File: src/rtl/uart_fifo_v2_if.sv
// uart_fifo_v2_if - write/read handshake bundle for uart_fifo_v2.
//   master : the side driving requests (wr_en, wr_data, rd_en);
//            it sees full, rd_data, rd_valid and empty.
//   slave  : the FIFO itself, which drives full, rd_data, rd_valid and empty.
interface uart_fifo_v2_if #(
    parameter int WIDTH = 8
);
    logic             wr_en;
    logic [WIDTH-1:0] wr_data;
    logic             full;
    logic             rd_en;
    logic [WIDTH-1:0] rd_data;
    logic             rd_valid;
    logic             empty;

    modport master (
        output wr_en, wr_data, rd_en,
        input  full, rd_data, rd_valid, empty
    );

    modport slave (
        input  wr_en, wr_data, rd_en,
        output full, rd_data, rd_valid, empty
    );
endinterface

File: src/rtl/uart_fifo_v2.sv
// uart_fifo_v2 - parametrised synchronous FIFO between the UART byte engines
// and the host side. Register-array storage, registered-read or
// first-word-fall-through read port, almost-full/almost-empty flags, sticky
// overflow/underflow flags and a synchronous flush.
//
// Ports:
//   clk, reset      clock, synchronous active-high reset
//   flush           clears pointers/count/rd_valid (error flags untouched)
//   clr_err         clears sticky overflow/underflow
//   bus (slave)     wr_en/wr_data/full, rd_en/rd_data/rd_valid/empty
//   almost_full     count >= AF_THRESH
//   almost_empty    count <= AE_THRESH
//   overflow        sticky: write attempted while full
//   underflow       sticky: read attempted while empty
//   count           stored words, 0..DEPTH
//   max_count       (only with UART_FIFO_WATERMARK_EN) high-water mark of count
//
// Optional feature macro: UART_FIFO_WATERMARK_EN adds the max_count port.
module uart_fifo_v2 #(
    parameter int WIDTH     = 8,
    parameter int DEPTH     = 16,
    parameter int FWFT      = 0,
    parameter int AF_THRESH = DEPTH - 2,
    parameter int AE_THRESH = 2
) (
    input  logic                       clk,
    input  logic                       reset,
    input  logic                       flush,
    input  logic                       clr_err,
    uart_fifo_v2_if.slave              bus,
    output logic                       almost_full,
    output logic                       overflow,
    output logic                       almost_empty,
    output logic                       underflow,
    output logic [$clog2(DEPTH):0]     count
`ifdef UART_FIFO_WATERMARK_EN
    ,
    output logic [$clog2(DEPTH):0]     max_count
`endif
);

    localparam int AW = $clog2(DEPTH);
    localparam int CW = AW + 1;

    localparam logic [CW-1:0] DEPTH_C = CW'(DEPTH);
    localparam logic [CW-1:0] AF_C    = CW'(AF_THRESH);
    localparam logic [CW-1:0] AE_C    = CW'(AE_THRESH);

    logic [WIDTH-1:0] mem [DEPTH];
    logic [AW-1:0]    wr_ptr;
    logic [AW-1:0]    rd_ptr;
    logic             full_s;
    logic             empty_s;
    logic             wr_acc;
    logic             rd_acc;

    assign full_s       = (count == DEPTH_C);
    assign empty_s      = (count == '0);
    assign almost_full  = (count >= AF_C);
    assign almost_empty = (count <= AE_C);
    assign bus.full     = full_s;
    assign bus.empty    = empty_s;

    // A read in the same cycle never frees room for a write, and a write
    // never makes an empty FIFO readable: both accepts look only at the
    // registered count.
    assign wr_acc = bus.wr_en & ~full_s;
    assign rd_acc = bus.rd_en & ~empty_s;

    // Storage is never cleared; flush only moves the pointers.
    always_ff @(posedge clk) begin
        if (wr_acc && !reset && !flush) begin
            mem[wr_ptr] <= bus.wr_data;
        end
    end

    always_ff @(posedge clk) begin
        if (reset) begin
            wr_ptr    <= '0;
            rd_ptr    <= '0;
            count     <= '0;
            overflow  <= 1'b0;
            underflow <= 1'b0;
        end else if (flush) begin
            wr_ptr <= '0;
            rd_ptr <= '0;
            count  <= '0;
        end else begin
            if (wr_acc) begin
                wr_ptr <= wr_ptr + AW'(1);
            end
            if (rd_acc) begin
                rd_ptr <= rd_ptr + AW'(1);
            end
            case ({wr_acc, rd_acc})
                2'b10:   count <= count + CW'(1);
                2'b01:   count <= count - CW'(1);
                default: count <= count;
            endcase
            // A new error event in the same cycle as clr_err wins.
            overflow  <= (bus.wr_en & full_s)  | (overflow  & ~clr_err);
            underflow <= (bus.rd_en & empty_s) | (underflow & ~clr_err);
        end
    end

    generate
        if (FWFT == 0) begin : g_reg_read
            logic [WIDTH-1:0] rd_data_q;
            logic             rd_valid_q;

            always_ff @(posedge clk) begin
                if (reset) begin
                    rd_data_q  <= '0;
                    rd_valid_q <= 1'b0;
                end else if (flush) begin
                    rd_valid_q <= 1'b0;
                end else begin
                    rd_valid_q <= rd_acc;
                    if (rd_acc) begin
                        rd_data_q <= mem[rd_ptr];
                    end
                end
            end

            assign bus.rd_data  = rd_data_q;
            assign bus.rd_valid = rd_valid_q;
        end else begin : g_fwft_read
            // Head word shown directly; zero while empty so the output is
            // defined out of reset before any word has been written.
            assign bus.rd_data  = empty_s ? '0 : mem[rd_ptr];
            assign bus.rd_valid = ~empty_s;
        end
    endgenerate

`ifdef UART_FIFO_WATERMARK_EN
    // Tracks the registered count, so it trails count by one cycle.
    always_ff @(posedge clk) begin
        if (reset || flush) begin
            max_count <= '0;
        end else if (clr_err) begin
            max_count <= count;
        end else if (count > max_count) begin
            max_count <= count;
        end
    end
`endif

endmodule

File: src/flat_wrapper.sv
// flat-port wrapper written by rule: the top's interface ports become plain ports
module uart_fifo_v2_flat 
#(
    parameter int WIDTH     = 8,
    parameter int DEPTH     = 16,
    parameter int FWFT      = 0,
    parameter int AF_THRESH = DEPTH - 2,
    parameter int AE_THRESH = 2
)
  (clk, reset, flush, clr_err, almost_full, overflow, almost_empty, underflow, count, bus_wr_en, bus_wr_data, bus_rd_en, bus_full, bus_rd_data, bus_rd_valid, bus_empty);
  uart_fifo_v2_if #(.WIDTH(WIDTH)) bus_i ();
  input  logic clk;
  input  logic reset;
  input  logic flush;
  input  logic clr_err;
  output logic almost_full;
  output logic overflow;
  output logic almost_empty;
  output logic underflow;
  output logic [$clog2(DEPTH):0] count;
  input wire logic [$bits(bus_i.wr_en)-1:0] bus_wr_en;
  input wire logic [$bits(bus_i.wr_data)-1:0] bus_wr_data;
  input wire logic [$bits(bus_i.rd_en)-1:0] bus_rd_en;
  output wire logic [$bits(bus_i.full)-1:0] bus_full;
  output wire logic [$bits(bus_i.rd_data)-1:0] bus_rd_data;
  output wire logic [$bits(bus_i.rd_valid)-1:0] bus_rd_valid;
  output wire logic [$bits(bus_i.empty)-1:0] bus_empty;
  assign bus_i.wr_en = bus_wr_en;
  assign bus_i.wr_data = bus_wr_data;
  assign bus_i.rd_en = bus_rd_en;
  assign bus_full = bus_i.full;
  assign bus_rd_data = bus_i.rd_data;
  assign bus_rd_valid = bus_i.rd_valid;
  assign bus_empty = bus_i.empty;
  uart_fifo_v2 #(.WIDTH(WIDTH), .DEPTH(DEPTH), .FWFT(FWFT), .AF_THRESH(AF_THRESH), .AE_THRESH(AE_THRESH)) u_core (.clk(clk), .reset(reset), .flush(flush), .clr_err(clr_err), .bus(bus_i), .almost_full(almost_full), .overflow(overflow), .almost_empty(almost_empty), .underflow(underflow), .count(count));
endmodule
File: config.mk
export PLATFORM = sky130hd
export DESIGN_NAME = uart_fifo_v2_flat
export DESIGN_NICKNAME = d
export VERILOG_FILES = /design/src/rtl/uart_fifo_v2_if.sv /design/src/rtl/uart_fifo_v2.sv /design/src/flat_wrapper.sv
export SDC_FILE = /design/constraint.sdc
export NUM_CORES = 1
export LEC_CHECK = 0
export BUFFER_PORTS_ARGS = -buffer_cell sky130_fd_sc_hd__buf_4
export CAP_MARGIN = 20
export CORE_MARGIN = 2
export CORE_UTILIZATION = 35
export DETAILED_ROUTE_END_ITERATION = 8
export HOLD_SLACK_MARGIN = 0.05
export SLEW_MARGIN = 20
export SYNTH_ARGS = -nofsm -noshare
export SYNTH_HDL_FRONTEND = slang
export SYNTH_SLANG_ARGS = --single-unit
export TNS_END_PERCENT = 5
File: constraint.sdc
create_clock -name clk -period 2.7 [get_ports clk]
set_input_delay 0.81 -clock clk [delete_from_list [all_inputs] [get_ports clk]]
set_output_delay 0.81 -clock clk [all_outputs]
set_load 0.1 [all_outputs]
== Word level (Yosys, flattened, before mapping) ==
Memory sizes are Yosys's and may differ from the RTL's. A register that Yosys moved wholly into a read port is not among the register bits.
Index checks and enable logic that the tools add are counted.
Word-level totals
  memory bits (writable): 128
  output and inout port bits: 20
  memories: 1
  input port bits: 14
  logic and storage cells: 39
  register bits: 16
Operators by class
  muxes and demuxes: 3
  $add $sub $neg: 4
  bitwise logic cells: 12
  eq/ne operators: 3
  reductions and logical operators: 8
  magnitude comparators: 2
Memory list
  u_core.mem: words 16, width 8, read ports 1, clocked after Yosys merged registers in 1, write ports 1, RTL line uart_fifo_v2.sv:49  | logic [WIDTH-1:0] mem [DEPTH];
Operators with widths (number)
  $pmux 5 s2: 1
  $add 4x1->4 const B: 2
  $and 1x1->1: 6
  $add 5x1->5 const B: 1
  $eq 5x5->1 const B: 1
  $ge 5x4->1 const B: 1
  $le 5x2->1 const B: 1
  $logic_not 5->1: 1
  $sub 5x1->5 const B: 1
  $not 1->1: 4
  $eq 2x1->1 const B: 1
  $eq 2x2->1 const B: 1
  $logic_and 1x1->1: 2
  $logic_not 1->1: 2
  $mux 1: 2
  $or 1x1->1: 2
  $reduce_and 2->1: 1
  $reduce_bool 2->1: 1
  $reduce_or 2->1: 1

== Depth between registers and ports, before layout ==
Gate-level depths: netlist (run 1).
  word-level depth: 7
  gate-level depth with buffers: 12
  mapped depth without buffers: 11

== Worst setup path before layout (run 1) ==
OpenSTA, ideal clock, no wires.
  path kind: reg-to-output
  start point: register u_core.count[2]
  end point: output almost_empty
  data required time: 1.890 ns
  buffers on the path: 1
  slack: -3.808 ns
  cell stages (with the launch flop): 3
  arrival time: 5.698 ns
  cell sequence: dfxtp_1 -> buf_2 -> a2111oi_0
Between the ends
  word-level cells in the longest chain between the ends: 1
RTL lines
  start, declared: RTL line uart_fifo_v2.sv:35  | output logic [$clog2(DEPTH):0] count
  start signal, assigned: RTL line uart_fifo_v2.sv:96  | 2'b10: count <= count + CW'(1);
  start signal, assigned: RTL line uart_fifo_v2.sv:97  | 2'b01: count <= count - CW'(1);
  start signal, assigned: RTL line uart_fifo_v2.sv:98  | default: count <= count;
  $le 5x2->1: RTL line uart_fifo_v2.sv:60  | assign almost_empty = (count <= AE_C);
  end, declared: RTL line flat_wrapper.sv:18  | output logic almost_empty;
Every way passes these cells.

== Worst setup path in the final report (run 1) ==
  start point: register u_core.count[0]
  end point: output bus_full
Between the ends
  word-level cells in the longest chain between the ends: 1
RTL lines
  $eq 5x5->1: RTL line uart_fifo_v2.sv:57  | assign full_s = (count == DEPTH_C);
  end, declared: RTL line flat_wrapper.sv:24  | output wire logic [$bits(bus_i.full)-1:0] bus_full;
Every way passes these cells.

==> out/results.ini, run 1 <==
[run_status]
run_status=finished, final reports clean

[drt]
drtAntennaViolNets=0
drc=0
drt_iter0_drc=207
wl_per_cell_um=19.3
firstDrtPassIters=4
detail_route.wirelength_mm=12.3
post_drt_via_cell_ratio=5.13
vias=3275

[min_path]
holdCritPathClass=flop to flop
worst_hold_path.endpoint=u_core.overflow$_SDFFE_PP0N_
holdCritStartpoint=u_core.overflow$_SDFFE_PP0N_
min_path_cells=2

[place]
dp.final_hpwl_mm=7.61
gp_congestion=0.766
placement.io_buffers=33

[power]
swShare_pct=20.5
power-per-cell-area_nw_per_um2=714
power.net_switching_mw=1.10
p_leak_nw=2.51
internal-power_mw=4.25
seq_power_share_pct=48.0
irDropWorstVdd_uv=383
power.total_mw=5.35
power.share.combinational_pct=4.7
power.share.clock_pct=47.3

[timing]
finalClockSkew_ns=0.00768
slew_headroom_pct=56.5
grt_setup_unrepaired=false
final_number_of_hold_violating_endpoints=0
hold_ws_ns=0.483
setup_viol=0
layout_min_cycle_time_ns=2.58
timing_max_transition_violations_final=0
setup_tns_ns=0
max_freq_mhz=387
worst_pin_slew_ns=0.650
finalCritPeriodShare_pct=95.6

[global_route]
grt_first_pass_wirelength_mm=18.9
grt_max_degree=33
grt_antenna_before_repair=0
via_count_of_the_first_global_routing_pass=3420
gr-usage-all-layers_pct=14.2
grt_remaining_overflow=0

[yosys]
post-synth-top-area-cell=sky130_fd_sc_hd__edfxtp_1
postSynthRegisterBits=152
synthesis.area_per_instance_um2=18.1
postSynth.topFlopCell=sky130_fd_sc_hd__edfxtp_1
ys_async_sr_fraction_pct=0
synth_enable_flop_cells=128
postSynthNetCount=365
synth-seq-area-share_pct=70.0
synth_area_um2=6180
synth.area.top_cells=sky130_fd_sc_hd__edfxtp_1 62%, sky130_fd_sc_hd__dfxtp_1 7.8%, sky130_fd_sc_hd__mux4_2 7.3%, sky130_fd_sc_hd__mux4_1 5.1%, sky130_fd_sc_hd__nor2_1 2.1%
synthesis.instances=342
synth.yosys.warnings=0
synth_top_area_share_pct=62.2
library_cells_used_by_synthesis=44

[cells_and_area]
most_frequent_cells_in_the_layout=128 x sky130_fd_sc_hd__edfxtp_1, 56 x sky130_fd_sc_hd__buf_4, 35 x sky130_fd_sc_hd__nor2_1
n_antenna_cell=0
most_frequent_standard_cell_in_the_layout_excluding_fill_and_tap_cells=sky130_fd_sc_hd__edfxtp_1
drive_above_1_share_pct=31.4
nNetsFinal=424
areaGrowthSynthToFinish_pct=21.3

[clocking]
cts_made_buffers=17
clkTransAtPathRegs_ns=0.06
cts_tree=yes
clk_root_buffer_cell=sky130_fd_sc_hd__clkbuf_16
cts-root-to-sink-buffers=2
numClockSinks=152
post_cts_resize_count=0
clk_latency_ns=0.42
h-tree-depth=4
cts_hold_buffers=0
cts_setup_buffers=0

[critical_path]
worstReg2RegEnd=u_core.count[4]$_SDFFE_PP0P_
reg2regPathDepth=11
crit-reg2reg-launch=u_core.count[0]$_SDFFE_PP0P_
worst_setup_path_start_kind=flop
critical_path_end_type=primary output
critical-path-max-stage-delay_ns=0.45
arrival_ns=1.77
crit_type=flop to primary output
timing.critical_path.required_ns=1.89
worstPathMaxFanout=6
ff2ff_setup_slack_ns=0.13
crit_path_cell_trace=nor4_4 > and2_1 > buf_4
crit_path_top_delay_cell=sky130_fd_sc_hd__nor4_4

[run]
cap_violations=0

[floorplan]
floorplan.io_pins=34
die-area_um2=18700
die_y_um=137
floorplan.rows=48
floorplan.initialDensity_pct=35.7
chipWidth_um=137
core_region_um2=17300

critical path, delay by kind of cell (launching register included):
family	cells	cell delay (ns)
and+or+nand+nor	2	0.67
DFF	1	0.38
buffers and inverters	1	0.30
layer usage:
metal  up-vias  GRT usage, %  routed length [um]
met5         -             0                   0
met1      1702          17.7                5350
met2        86          23.6                6190
li1       1481             -                   -
met3         6          4.70                 676
met4         0          4.12                  80
worst max-delay path by stage:
stage                                        end  depth (start not counted)  slack, ns                    startpoint
floorplan           u_core.count[4]$_SDFFE_PP0P_                         10       0.02                     bus_wr_en
CTS                                     bus_full                          3       0.10  u_core.count[0]$_SDFFE_PP0P_
global placement    u_core.count[4]$_SDFFE_PP0P_                         11       0.02                     bus_wr_en
finish                                  bus_full                          3       0.12  u_core.count[0]$_SDFFE_PP0P_
global route        u_core.count[4]$_SDFFE_PP0P_                         11       0.01  u_core.count[0]$_SDFFE_PP0P_
detailed placement  u_core.count[4]$_SDFFE_PP0P_                         11      -0.07                     bus_wr_en
power groups by stage:
stage          Sequential, mW  Combinational (mW)  Clock (mW)
6_report                 2.57               0.252        2.53
4_1_cts                  2.57               0.255        2.56
3_5_place_dp             2.61               0.254           0
5_1_grt                  2.57               0.270        2.66
2_1_floorplan            2.66               0.119           0
3_3_place_gp             2.61               0.248           0
synth_stat cells (all sizes together), types with 2 or more instances:
| cell | number |
|---|---|
| dfxtp | 24 |
| inv | 5 |
| mux4 | 32 |
| nand4 | 2 |
| mux2 | 8 |
| nand3b | 2 |
| xnor2 | 4 |
| nand2 | 9 |
| or3 | 3 |
| and2 | 2 |
| nand2b | 2 |
| buf | 13 |
| xor2 | 6 |
| ha | 9 |
| nor2b | 2 |
| a211o | 2 |
| clkbuf | 5 |
| nand3 | 4 |
| a22oi | 7 |
| a221o | 3 |
| edfxtp | 128 |
| nor2 | 35 |
| o21ai | 6 |
| mux2i | 10 |
| a21boi | 2 |
| a21oi | 5 |
stage by stage:
step	std cells	cell area, um^2	worst slack [ns]	utilization (%)
finish	639	7490	0.118	43.3
global route	639	7490	0.0119	43.3
CTS	639	7490	0.101	43.3
detailed placement	607	6850	-0.0745	39.6
global placement	607	6850	0.0192	39.6
floorplan	342	6230	0.0176	-
sequential cells by signal, summed over array words and instances, names as in the netlist:
| register | count |
|---|---|
| u_core.mem | 128 |
| u_core.bus.rd_data | 8 |
| u_core.count | 5 |
| u_core.rd_ptr | 4 |
| u_core.wr_ptr | 4 |
| u_core.bus.rd_valid | 1 |
| u_core.overflow | 1 |
| u_core.underflow | 1 |
layout make-up:
type | count | area (um^2)
flip-flops and latches | 152 | 4340
multi-input cells | 167 | 1750
clock buffers | 20 | 467
repair buffers | 58 | 460
fillers | 1539 | 9810
inverters | 5 | 18.8
well taps | 225 | 282
clock inverters | 12 | 173
kinds of logic after synthesis:
kind of cell	Yosys count	synth area share, %
adders and majority gates	9	1.82
muxes	50	15.5
and+or+nand+nor	67	5.43
xor gates and xnor gates	10	1.42
buffers and inverters	23	2.25
DFF	152	70.0
AOI/OAI and AO/OA	31	3.59
Note: power is estimated with default switching activity, not from simulation.
==> inputs of run 2 (changes only) <==
--- a/config.mk
+++ b/config.mk
@@ -11,6 +11,7 @@
 export CORE_UTILIZATION = 35
 export DETAILED_ROUTE_END_ITERATION = 8
 export HOLD_SLACK_MARGIN = 0.05
+export PLACE_DENSITY = 0.48
 export SLEW_MARGIN = 20
 export SYNTH_ARGS = -nofsm -noshare
 export SYNTH_HDL_FRONTEND = slang
==> out/results.ini, run 2 (same netlist as run 1, synthesis figures left out) <==
[clocking]
cts_hold_buffers=0  ; unchanged
cts_made_buffers=17  ; unchanged
clk_root_buffer_cell=sky130_fd_sc_hd__clkbuf_16
clk_latency_ns=0.42  ; about the same
cts_tree=yes
clkTransAtPathRegs_ns=0.06  ; about the same
cts-root-to-sink-buffers=2  ; unchanged
numClockSinks=152  ; unchanged
h-tree-depth=4  ; unchanged

[timing]
final_number_of_hold_violating_endpoints=0  ; unchanged
max_freq_mhz=392  ; +1.3%
slew_headroom_pct=49.4  ; -7.2 points
worst_pin_slew_ns=0.758  ; +0.108 ns
setup_viol=0  ; unchanged
finalClockSkew_ns=0.00845  ; +0.000774 ns
finalCritPeriodShare_pct=94.4  ; -1.2 points
layout_min_cycle_time_ns=2.55  ; -0.0327 ns
timing_max_transition_violations_final=0  ; unchanged

[run]
cap_violations=0  ; unchanged

[drt]
drt_iter0_drc=202  ; -2.4%
wl_per_cell_um=20.0  ; +3.7%
firstDrtPassIters=4  ; unchanged
post_drt_via_cell_ratio=4.92  ; -4.0%
drc=0  ; unchanged
detail_route.wirelength_mm=12.9  ; +4.8%
vias=3180  ; -2.9%
drtAntennaViolNets=0  ; unchanged

[global_route]
grt_antenna_before_repair=0  ; unchanged
grt_max_degree=24  ; -27%
grt_remaining_overflow=0  ; unchanged
via_count_of_the_first_global_routing_pass=3253  ; -4.9%
gr-usage-all-layers_pct=15.1  ; +0.95 points
grt_first_pass_wirelength_mm=19.9  ; +5.1%

[min_path]
holdCritPathClass=flop to flop

[critical_path]
worst_path_dominant_cell_family=buffers and inverters
crit_path_cell_trace=nor4_4 > buf_4 > and2_1 > buf_4
worstReg2RegEnd=u_core.count[4]$_SDFFE_PP0P_
cp.buffers_inverters=2  ; +1
crit_path_top_delay_cell=sky130_fd_sc_hd__dfxtp_4
arrival_ns=1.74  ; -0.03 ns
worst_setup_path_start_kind=flop
critical-path-max-stage-delay_ns=0.37  ; -0.08 ns
worstPathMaxFanout=6  ; unchanged
reg2regPathDepth=12  ; +1
timing.critical_path.required_ns=1.89  ; about the same
critical_path_end_type=primary output
crit_top_cell=sky130_fd_sc_hd__buf_4
endpoint=bus_full
crit-reg2reg-launch=u_core.count[3]$_SDFFE_PP0P_
critical_path_cell_count=4  ; +1
timing.critical_path.from=u_core.count[3]$_SDFFE_PP0P_
ff2ff_setup_slack_ns=0.19  ; +0.06 ns
crit_type=flop to primary output

[cells_and_area]
areaGrowthSynthToFinish_pct=20.5
largest_register_ff_count=128  ; unchanged
nNetsFinal=431  ; +1.7%
most_frequent_cells_in_the_layout=128 x sky130_fd_sc_hd__edfxtp_1, 65 x sky130_fd_sc_hd__buf_4, 35 x sky130_fd_sc_hd__nor2_1
registers.top_by_ff_count=u_core.mem
finalNonFillerCells=646  ; +1.1%
drive_above_1_share_pct=32.3  ; +0.90 points
most_frequent_standard_cell_in_the_layout_excluding_fill_and_tap_cells=sky130_fd_sc_hd__edfxtp_1
finalCoreUtilization_pct=43.0  ; -0.26 points
postLayoutCellArea_um2=7440  ; -0.60%
n_antenna_cell=0  ; unchanged

[place]
placement.io_buffers=33  ; unchanged
dp.cells=613  ; +0.99%
place_area_um2=6870  ; +0.29%
gp_congestion=0.747  ; -2.4%
dp.final_hpwl_mm=8.24  ; +8.2%

[floorplan]
floorplan.io_pins=34  ; unchanged
core_region_um2=17300  ; unchanged
die-area_um2=18700  ; unchanged
floorplan.rows=48  ; unchanged
die_y_um=137  ; unchanged
chipWidth_um=137  ; unchanged
floorplan.initialDensity_pct=35.7  ; unchanged

[run_status]
run_status=finished, final reports clean

[power]
p_leak_nw=2.50  ; -0.34%
power-per-cell-area_nw_per_um2=685  ; -4.1%
irDropWorstVdd_uv=510  ; +33%

[run 2: cell types whose count changed in the layout (fill, tap and decap cells not counted), sizes merged]
cell      delta
clkbuf       -2
clkinvlp     +1
buf          +7
clkinv       -2
inv          +6
bufinv       -3
[run 2: worst min-delay path by stage]
stage	depth (start not counted)	end	from
3_5_place_dp	2	u_core.overflow$_SDFFE_PP0N_	u_core.overflow$_SDFFE_PP0N_
3_3_place_gp	2	u_core.overflow$_SDFFE_PP0N_	u_core.overflow$_SDFFE_PP0N_
4_1_cts	2	u_core.overflow$_SDFFE_PP0N_	u_core.overflow$_SDFFE_PP0N_
2_1_floorplan	2	u_core.rd_ptr[3]$_SDFFE_PP0N_	u_core.rd_ptr[3]$_SDFFE_PP0N_
6_report	2	u_core.overflow$_SDFFE_PP0N_	u_core.overflow$_SDFFE_PP0N_
5_1_grt	2	u_core.overflow$_SDFFE_PP0N_	u_core.overflow$_SDFFE_PP0N_
[run 2: timing repair]
action                     4_1_cts  5_1_grt
gates resized for setup          0        0
setup endpoints to repair        0        3
setup buffers                    0        1
hold endpoints to repair         0        0
[run 2: per-layer routing]
metal | part of all wire (%) | up-vias | GRT usage [%] | wire [um]
li1 | - | 1494 | - | -
met1 | 47 | 1625 | 21.4 | 6010
met2 | 48 | 44 | 23.1 | 6180
met3 | 4.2 | 17 | 3.48 | 536
met4 | 1.3 | 0 | 5.15 | 165
met5 | 0 | - | 0 | 0
[run 2: worst min-delay path, cell delays in order, from the launching register on]
cell	delay, ns
sky130_fd_sc_hd__dfxtp_1	0.31
sky130_fd_sc_hd__nand2_1	0.06
sky130_fd_sc_hd__a21oi_1	0.05
[run 2: per-stage QoR]
stage | setup TNS, ns | setup WS (ns) | power (mW) | hold WS, ns
after floorplan | 0 | 0.0176 | 2.78 | 0.484
after global placement | 0 | 0.0183 | 2.87 | 0.444
after detailed placement | -0.0189 | -0.0189 | 2.87 | 0.455
after CTS | 0 | 0.0788 | 5.14 | 0.462
after global routing | -0.0327 | -0.0327 | 5.27 | 0.505
final | 0 | 0.151 | 5.10 | 0.464
[run 2: cell type report]
cell class,instances,area [um^2]
clock buffer,18,429
clock inverter,14,138
fill,1541,9850
inverter,5,18.8
multi-input combinational,167,1750
sequential,152,4340
tap,225,282
timing repair buffer,65,488
[run 2: report_power, final]
group	total (mW)	switching [mW]	internal, mW
clock	2.27	0.984	1.29
combinational	0.258	0.173	0.0841
sequential	2.57	0.0167	2.55
total	5.10	1.17	3.92
==> inputs of run 3 (changes only) <==
--- a/config.mk
+++ b/config.mk
@@ -5,10 +5,12 @@
 export SDC_FILE = /design/constraint.sdc
 export NUM_CORES = 1
 export LEC_CHECK = 0
+export ABC_AREA = 1
 export BUFFER_PORTS_ARGS = -buffer_cell sky130_fd_sc_hd__buf_4
 export CAP_MARGIN = 20
 export CORE_MARGIN = 2
 export CORE_UTILIZATION = 35
+export CTS_CLUSTER_DIAMETER = 100
 export DETAILED_ROUTE_END_ITERATION = 8
 export HOLD_SLACK_MARGIN = 0.05
 export PLACE_DENSITY = 0.48
==> out/results.ini, run 3 <==
[timing]
finalCritPeriodShare_pct=85.7  ; -8.7 points
worst_pin_slew_ns=0.730  ; -0.0281 ns
hold_ws_ns=0.496  ; +0.0317 ns
grt_setup_unrepaired=false
layout_min_cycle_time_ns=2.31  ; -0.236 ns
max_freq_mhz=432  ; +10%
finalClockSkew_ns=0.0111  ; +0.00270 ns
setup_viol=0  ; unchanged
slew_headroom_pct=51.3  ; +1.9 points
final_number_of_hold_violating_endpoints=0  ; unchanged
timing_max_transition_violations_final=0  ; unchanged

[yosys]
yosys.cell_count.top_type=sky130_fd_sc_hd__nand2_1
postSynth.topFlopCell=sky130_fd_sc_hd__edfxtp_1
postSynthNetCount=717  ; +96%
synth_area_um2=6770  ; +9.6%
postSynthRegisterBits=152  ; unchanged
ys_async_sr_fraction_pct=0  ; unchanged
synth_enable_flop_cells=128  ; unchanged
netlist_top_cells_count=237 x sky130_fd_sc_hd__nand2_1, 128 x sky130_fd_sc_hd__edfxtp_1, 101 x sky130_fd_sc_hd__nand3_1
post-synth-top-area-cell=sky130_fd_sc_hd__edfxtp_1
synthesis.instances=694  ; +100%
synth.area.top_cells=sky130_fd_sc_hd__edfxtp_1 57%, sky130_fd_sc_hd__nand2_1 13%, sky130_fd_sc_hd__nand3_1 7.5%, sky130_fd_sc_hd__dfxtp_1 7.1%, sky130_fd_sc_hd__inv_1 5.0%
synthesis.area_per_instance_um2=9.75  ; -46%
library_cells_used_by_synthesis=28  ; -36%
synth-seq-area-share_pct=63.9  ; -6.1 points
synth_top_area_share_pct=56.8  ; -5.4 points
synth.yosys.warnings=0  ; unchanged

[min_path]
holdCritPathClass=flop to flop
min_path_cells=2  ; unchanged

[drt]
drtAntennaViolNets=0  ; unchanged
vias=4644  ; +46%
routed_length_on_met3_um=888  ; +66%
wl_met1_mm=7.90  ; +31%
firstDrtPassIters=4  ; unchanged
drc=0  ; unchanged
met2_wire_len_mm=7.64  ; +24%
wl_per_cell_um=16.5  ; -17%
detail_route.wirelength_mm=16.7  ; +29%
drt_iter0_drc=315  ; +56%
post_drt_via_cell_ratio=4.59  ; -6.8%
top_layer=met4

[critical_path]
critical_path_end_type=primary output
arrival_ns=1.50  ; -0.24 ns
crit_type=flop to primary output
timing.critical_path.required_ns=1.89  ; about the same
reg2regPathDepth=15  ; +3
worstPathMaxFanout=5  ; -1
worst_setup_path_start_kind=flop

[global_route]
grt_antenna_before_repair=0  ; unchanged
grt_first_pass_wirelength_mm=26.2  ; +32%
via_count_of_the_first_global_routing_pass=4632  ; +42%
grt_max_degree=69  ; +190%
grt_remaining_overflow=0  ; unchanged
gr-usage-all-layers_pct=17.3  ; +2.2 points

[power]
internal-power_mw=4.26  ; +8.5%
p_leak_nw=3.37  ; +35%
power.share.combinational_pct=11.5  ; +6.4 points
power.net_switching_mw=1.48  ; +26%
power.share.clock_pct=43.2  ; -1.4 points
power-per-cell-area_nw_per_um2=721  ; +5.2%
swShare_pct=25.8  ; +2.7 points
irDropWorstVdd_uv=461  ; -9.7%
power.total_mw=5.74  ; +12%
seq_power_share_pct=45.2  ; -5.1 points

[floorplan]
floorplan.io_pins=34  ; unchanged
die_y_um=143  ; +4.5%
chipWidth_um=143  ; +4.5%
core_region_um2=18800  ; +8.9%
floorplan.initialDensity_pct=35.9  ; +0.23 points
die-area_um2=20500  ; +9.3%
floorplan.rows=50  ; +4.2%

[clocking]
clk_root_buffer_cell=sky130_fd_sc_hd__clkbuf_16
h-tree-depth=4  ; unchanged
clkTransAtPathRegs_ns=0.06  ; about the same
cts_tree=yes
post_cts_resize_count=0  ; unchanged
cts_setup_buffers=0  ; unchanged
cts_made_buffers=17  ; unchanged
numClockSinks=152  ; unchanged
clk_latency_ns=0.42  ; about the same
cts-root-to-sink-buffers=2  ; unchanged
cts_hold_buffers=0  ; unchanged

[place]
dp.final_hpwl_mm=10.6  ; +29%
placement.io_buffers=33  ; unchanged
gp_congestion=0.789  ; +5.7%

[cells_and_area]
areaGrowthSynthToFinish_pct=17.6
most_frequent_standard_cell_in_the_layout_excluding_fill_and_tap_cells=sky130_fd_sc_hd__nand2_1
most_frequent_cells_in_the_layout=237 x sky130_fd_sc_hd__nand2_1, 128 x sky130_fd_sc_hd__edfxtp_1, 101 x sky130_fd_sc_hd__nand3_1
n_antenna_cell=0  ; unchanged
largest_register_ff_count=128  ; unchanged
drive_above_1_share_pct=14.1  ; -18 points
registers.top_by_ff_count=u_core.mem
nNetsFinal=763  ; +77%

[run]
cap_violations=0  ; unchanged

[run_status]
run_status=finished, final reports clean

## run 3: final cells by class
cell class                      instances  area, um^2
Fill cell                            1828       10900
Tap cell                              260         325
Inverter                              101         382
Timing Repair Buffer                   56         420
Sequential cell                       152        4330
Clock inverter                         13         179
Clock buffer                           18         429
Multi-Input combinational cell        412        1890
## run 3: cells by family after synthesis
group	count (synthesis)	share of synthesized area (%)
buffers and inverters	130	8.39
adders and majority gates	9	1.66
DFF	152	63.9
and+or+nand+nor	365	22.9
xor gates and xnor gates	5	0.647
AOI/OAI and AO/OA	33	2.55
## run 3: power by group through the flow
stage	Sequential [mW]	Clock, mW	Combinational [mW]
2_1_floorplan	2.79	0	0.332
3_5_place_dp	2.65	0	0.667
6_report	2.60	2.48	0.660
4_1_cts	2.60	2.51	0.668
5_1_grt	2.60	2.61	0.718
3_3_place_gp	2.64	0	0.664
## run 3: stage by stage
step	util, %	cells	area (um^2)	setup slack, ns	setup TNS [ns]
final	42.3	1012	7960	0.386	0
after global routing	42.3	1012	7960	0.256	0
after CTS	42.3	1012	7960	0.355	0
after detailed placement	39.0	981	7350	0.307	0
after global placement	39.0	981	7350	0.346	0
after floorplan	-	694	6790	-0.0716	-0.157
## run 3: final timing paths
| check | startpoint | endpoint | slack [ns] |
|---|---|---|---|
| max | u_core.count[2]$_SDFFE_PP0P_ | bus_full | 0.39 |
| max reg2reg | u_core.count[4]$_SDFFE_PP0P_ | u_core.count[4]$_SDFFE_PP0P_ | 0.44 |
| min | u_core.underflow$_SDFFE_PP0N_ | u_core.underflow$_SDFFE_PP0N_ | 0.50 |
| min reg2reg | u_core.underflow$_SDFFE_PP0N_ | u_core.underflow$_SDFFE_PP0N_ | 0.50 |
## run 3: worst max-delay path, stage by stage (launching register included)
cell                      delay, ns
sky130_fd_sc_hd__dfxtp_2       0.36
sky130_fd_sc_hd__nor2_2        0.18
sky130_fd_sc_hd__nand4_2       0.17
sky130_fd_sc_hd__inv_1         0.09
sky130_fd_sc_hd__buf_4         0.28
## run 3: per-layer routing
layer | global-route usage (%) | vias to the layer above
li1 | - | 2336
met1 | 23.6 | 2186
met2 | 27.3 | 101
met3 | 4.56 | 21
met4 | 5.00 | 0
met5 | 0 | -
